File: src/rtl/ts_tx_serializer.sv
// ts_tx_serializer: ordered-set FIFO feeding the lane encoder one symbol per cycle with K flags
module ts_tx_serializer #(
  parameter int DEPTH = 4,
  parameter int SKID  = 1,
  parameter int CNT_W = 16
) (
  input  logic             clk,
  input  logic             rst_n,
  input  logic             ts_valid,
  input  logic [127:0]     ts,
  output logic             ts_tx_fifo_full,
  input  logic             flush,
  input  logic             tx_ready,
  output logic [7:0]       tx_sym,
  output logic             tx_k,
  output logic             tx_sym_valid,
  output logic             tx_os_start,
  output logic             overflow,
  output logic [CNT_W-1:0] os_sent_cnt
);
  localparam int AW = $clog2(DEPTH);
  localparam logic [AW:0] DEPTH_N = (AW+1)'(DEPTH);
  localparam logic [AW:0] THRESH  = (AW+1)'(DEPTH - SKID);
  typedef enum logic {IDLE, SEND} state_t;
  state_t state, state_nx;
  logic [127:0] mem [DEPTH];
  logic [127:0] shreg;
  logic [AW-1:0] rd_ptr, wr_ptr;
  logic [AW:0] count, count_nx;
  logic [3:0] idx;
  logic adv, last, pop, push;
  assign adv      = state == SEND && tx_ready;
  assign last     = adv && idx == 4'd15;
  // pop tests the pre-write count, so a same-cycle write never feeds the pop
  assign pop      = !flush && count != '0 && (state == IDLE || last);
  assign push     = ts_valid && !flush && (count != DEPTH_N || pop);
  assign count_nx = flush ? '0 : count + (AW+1)'(push) - (AW+1)'(pop);
  always_ff @(posedge clk or negedge rst_n)
    if (!rst_n) state <= IDLE;
    else state <= state_nx;
  always_comb
    state_nx = state == IDLE ? (pop ? SEND : IDLE) : (last && !pop ? IDLE : SEND);
  always_comb begin
    tx_sym_valid = state == SEND;
    tx_sym       = tx_sym_valid ? shreg[127:120] : 8'h00;
    tx_os_start  = tx_sym_valid && idx == 4'd0;
    tx_k         = tx_sym_valid && (idx == 4'd0 || ((idx == 4'd1 || idx == 4'd2) && tx_sym == 8'hF7));
  end
  always_ff @(posedge clk)
    if (push) mem[wr_ptr] <= ts;
  always_ff @(posedge clk or negedge rst_n)
    if (!rst_n) begin
      rd_ptr          <= '0;
      wr_ptr          <= '0;
      count           <= '0;
      shreg           <= '0;
      idx             <= '0;
      ts_tx_fifo_full <= 1'b0;
      overflow        <= 1'b0;
      os_sent_cnt     <= '0;
    end else begin
      wr_ptr          <= wr_ptr + AW'(push);
      rd_ptr          <= flush ? wr_ptr : rd_ptr + AW'(pop);
      count           <= count_nx;
      ts_tx_fifo_full <= count_nx >= THRESH;
      overflow        <= overflow | (ts_valid & ~flush & ~push);
      if (last && os_sent_cnt != '1) os_sent_cnt <= os_sent_cnt + CNT_W'(1);
      shreg           <= pop ? mem[rd_ptr] : adv ? {shreg[119:0], 8'h00} : shreg;
      idx             <= pop ? 4'd0 : adv ? idx + 4'd1 : idx;
    end
endmodule

File: config.mk
export PLATFORM = sky130hd
export DESIGN_NAME = ts_tx_serializer
export DESIGN_NICKNAME = d
export VERILOG_FILES = /design/src/rtl/ts_tx_serializer.sv
export SDC_FILE = /design/constraint.sdc
export NUM_CORES = 1
export LEC_CHECK = 0
export CAP_MARGIN = 10
export CORE_MARGIN = 5
export CORE_UTILIZATION = 40
export DETAILED_ROUTE_END_ITERATION = 12
export GPL_ROUTABILITY_DRIVEN = 1
export GPL_TIMING_DRIVEN = 0
export SYNTH_ARGS = -nofsm -noshare
export SYNTH_HDL_FRONTEND = slang
export SYNTH_SLANG_ARGS = --single-unit
File: constraint.sdc
create_clock -name clk -period 11.05 [get_ports clk]
set_input_delay 1.105 -clock clk [delete_from_list [all_inputs] [get_ports clk]]
set_output_delay 1.105 -clock clk [all_outputs]
set_load 0.005 [all_outputs]
==> results.yml <==
global_route:
  grt-busiest-layer: "met2"
  grt_pass1_vias: 14090
  met1_usage_pct: 23.29
  grt_use_total_pct: 16.32
  grt_max_degree: 91
  grt_use_met3_pct: 3.893
  met2_usage_pct: 25.52
  antenna_found_initial: 15
  grt-ovfl-total: 0
  grt_pass1_wl_mm: 87.49
power:
  p_comb_share_pct: 23.1
  pwr-share-seq_pct: 45.5
  powerDensity_nw_per_um2: 229.8
  ir_drop_mv: 0.1002
  p_leak_nw: 11.15
  swShare_pct: 27.63
  p_int_mw: 5.228
  clkPwrFrac_pct: 31.5
  p_sw_mw: 1.997
route:
  drt-total-wl_mm: 56.56
  drc_errors: 0
  vias_per_cell: 5.133
  drt_iter0_markers: 770
  ant_nets: 0
  wl_per_cell_um: 21.95
  via_count: 13230
  dr.pass1.iters: 5
clock_tree:
  htreeDepth: 3
  cts.sinks: 670
  clkTransAtPathRegs_ns: 0.06
  post-cts-setup-buffer-count: 0
  ctsHoldBuffers: 0
  cts_buffer_depth: 3
  cts_made_buffers: 71
  cts_tree: "yes"
  clkLatencyLatePin_ns: 0.61
  ctsResizeCount: 0
  cts-root-buf: "clkbuf_16"
cells_and_area:
  syn_to_final_growth_pct: 21.75
  drive_gt1_share_pct: 19.83
  post-route-cell-area_um2: 31440
  fill_cells: 5390
  final_cells: 2577
  nets: 1800
synth:
  netlist_top_cells_count: "edfxtp_1 (512), dfrtp_1 (158), nand2_1 (146)"
  yosysMostFrequentCell: "edfxtp_1"
  synthesis.area_um2: 25820
  synth_top_area_cell: "edfxtp_1"
  yosys_warnings: 0
  syn_avg_cell_area_um2: 18.79
  ys.flop_type: "edfxtp_1"
  synth_cell_types: 41
  seq_area_frac_synth_pct: 74.86
  synthCells: 1374
  syn-num-nets: 1517
  synth-seq-cells: 670
  synth_edf_count: 512
  synth_top_cells_by_area: "edfxtp_1 (60%), dfrtp_1 (15%), mux4_2 (11%)"
  synth_top_area_share_pct: 59.55
  async_flop_share_pct: 23.58
place:
  dp_slack_ns: 6.375
  port_buffers: 160
  dp_cells: 2439
  dp_hpwl_mm: 39.38
  place.gp.congestion: 0.7807
  placed_cell_area_um2: 29160
job:
  drv_cap: 0
timing:
  slew_headroom_pct: 22.83
  final.min_clock_period_ns: 3.989
  hold_violations: 0
  rsz0062_at_grt: "no"
  fin_skew_ns: 0.02485
  finalCritPeriodShare_pct: 36.10
  fmax_mhz: 250.7
  slew_violations: 0
  setup_slack_ns: 7.061
  tightest_slew_ns: 1.158
  setup_violations: 0
run_status:
  outcome: "completed"
worst_setup_path:
  endpoint_kind: "register"
  cp_max_fo: 11
  arrival_ns: 4.48
  worstPathRequired_ns: 11.54
  crit_type: "primary input to register"
  worst_setup_path_start_kind: "primary input"
die:
  num_rows: 93
  ios: 162
  core_um2: 64230
  initial_core_util_pct: 40.20
  dieArea_um2: 69730
  die_x_um: 264.1
  dieHeight_um: 264.1
worst_hold_path:
  min_path_type: "primary input to asynchronous set/reset pin"
-- sequential cells by signal, indices dropped and copies added (netlist names) --
name,count
idx,4
mem,512
ts_tx_fifo_full,1
os_sent_cnt,16
rd_ptr,2
tx_sym_valid,1
overflow,1
wr_ptr,2
shreg,128
count,3
-- power groups by stage --
stage / clock network, mW / registers, mW / logic [mW]
after floorplan: 0 / 3.32 / 1.12
after global placement: 0 / 3.45 / 1.62
after detailed placement: 0 / 3.34 / 1.70
after CTS: 2.34 / 3.29 / 1.71
after global routing: 2.44 / 3.32 / 1.83
final: 2.27 / 3.28 / 1.67
-- final timing paths --
check,start,to,slack [ns],depth (start not counted)
max in group asynchronous,rst_n,shreg[19],9.75,2
max reg2reg,idx[0],ts_tx_fifo_full,7.47,13
max,tx_ready,ts_tx_fifo_full,7.06,13
min reg2reg,overflow,overflow,0.49,1
min,rst_n,os_sent_cnt[15],0.43,1
min in group clk,overflow,overflow,0.49,1
-- cell usage in the layout (no fill, tap or decap), types with 2 or more instances in the layout --
cell             netlist  layout
xor2_1                 9       9
buf_4                  1       2
ha_1                   9       9
nor4_1                 2       2
mux2_2                 4       4
clkbuf_8               0       8
buf_2                 30      30
nor3_1                 5       4
mux4_2               128     128
o21ai_1               73      73
nand4_1               10      10
o21ai_0               59      59
edfxtp_1             512     512
and2_1                10      10
nand3_1                7       7
diode_2                0       7
clkbuf_2               3       3
clkinv_2               0      15
buf_8                  0       7
buf_6                 10      49
inv_1                  5       5
nor2b_1                2       2
nor4_2                 2       2
clkbuf_16              0      77
clkdlybuf4s50_1        0     159
nor2_1                10      10
dfrtp_1              158     158
xnor2_1               11      11
clkinv_1               0       9
nand2_1              146     146
nor4b_1                2       2
nor3b_2                0       2
inv_6                  0       2
buf_16                 0       4
clkbuf_1              28      46
mux2i_1              120     120
nand4b_1               2       2
-- cell type report --
cell class	count	area [um2]	share of cell area, %
Clock buffer	103	2105	6.695
Tap cell	855	1070	3.403
Buffer	72	390.4	1.242
Multi-Input combinational cell	627	6101	19.41
Clock inverter	28	151.4	0.4816
Timing Repair Buffer	210	2253	7.168
Inverter	5	18.77	0.05970
Sequential cell	670	19330	61.49
Antenna cell	7	17.52	0.05572
-- critical path, cell delays in order --
cell and delay [ns]:
clkdlybuf4s50_1 0.56, nand4_2 0.15, a211oi_4 0.74, buf_6 0.28, buf_2 0.30, ha_1 0.28
inv_1 0.05, ha_1 0.13, inv_1 0.05, fa_1 0.40, xnor2_1 0.16, nor2_1 0.07
a21o_1 0.19
-- metal layers --
metal  up-vias  part of all wire [%]  wire (um)
met5         -                  0.15         87
met4        14                   1.7        937
met3        90                   6.0       3382
met2       307                    48      26910
met1      6849                    45      25250
li1       5969                     -          -
-- logic make-up after synthesis --
family                   after synthesis  share of synthesized area (%)
flip-flops                           670                          74.86
multiplexers                         252                          15.99
AND/OR/NAND/NOR                      208                          3.625
AO/OA/AOI/OAI                        137                          2.743
buffers and inverters                 77                          1.585
XOR/XNOR                              20                         0.6785
adder cells (fa/ha/maj)               10                         0.5137
-- metrics by stage --
step	hold WS [ns]	setup TNS [ns]	utilization, %	total power [mW]
floorplan	0.4678	-172.07	-	4.435
global placement	0.4825	-3574.60	44.35	5.063
detailed placement	0.4712	0	45.40	5.040
CTS	0.4257	0	48.91	7.335
global route	0.4684	0	48.92	7.592
finish	0.4295	0	48.94	7.225
Note: power is estimated with default switching activity, not from simulation.
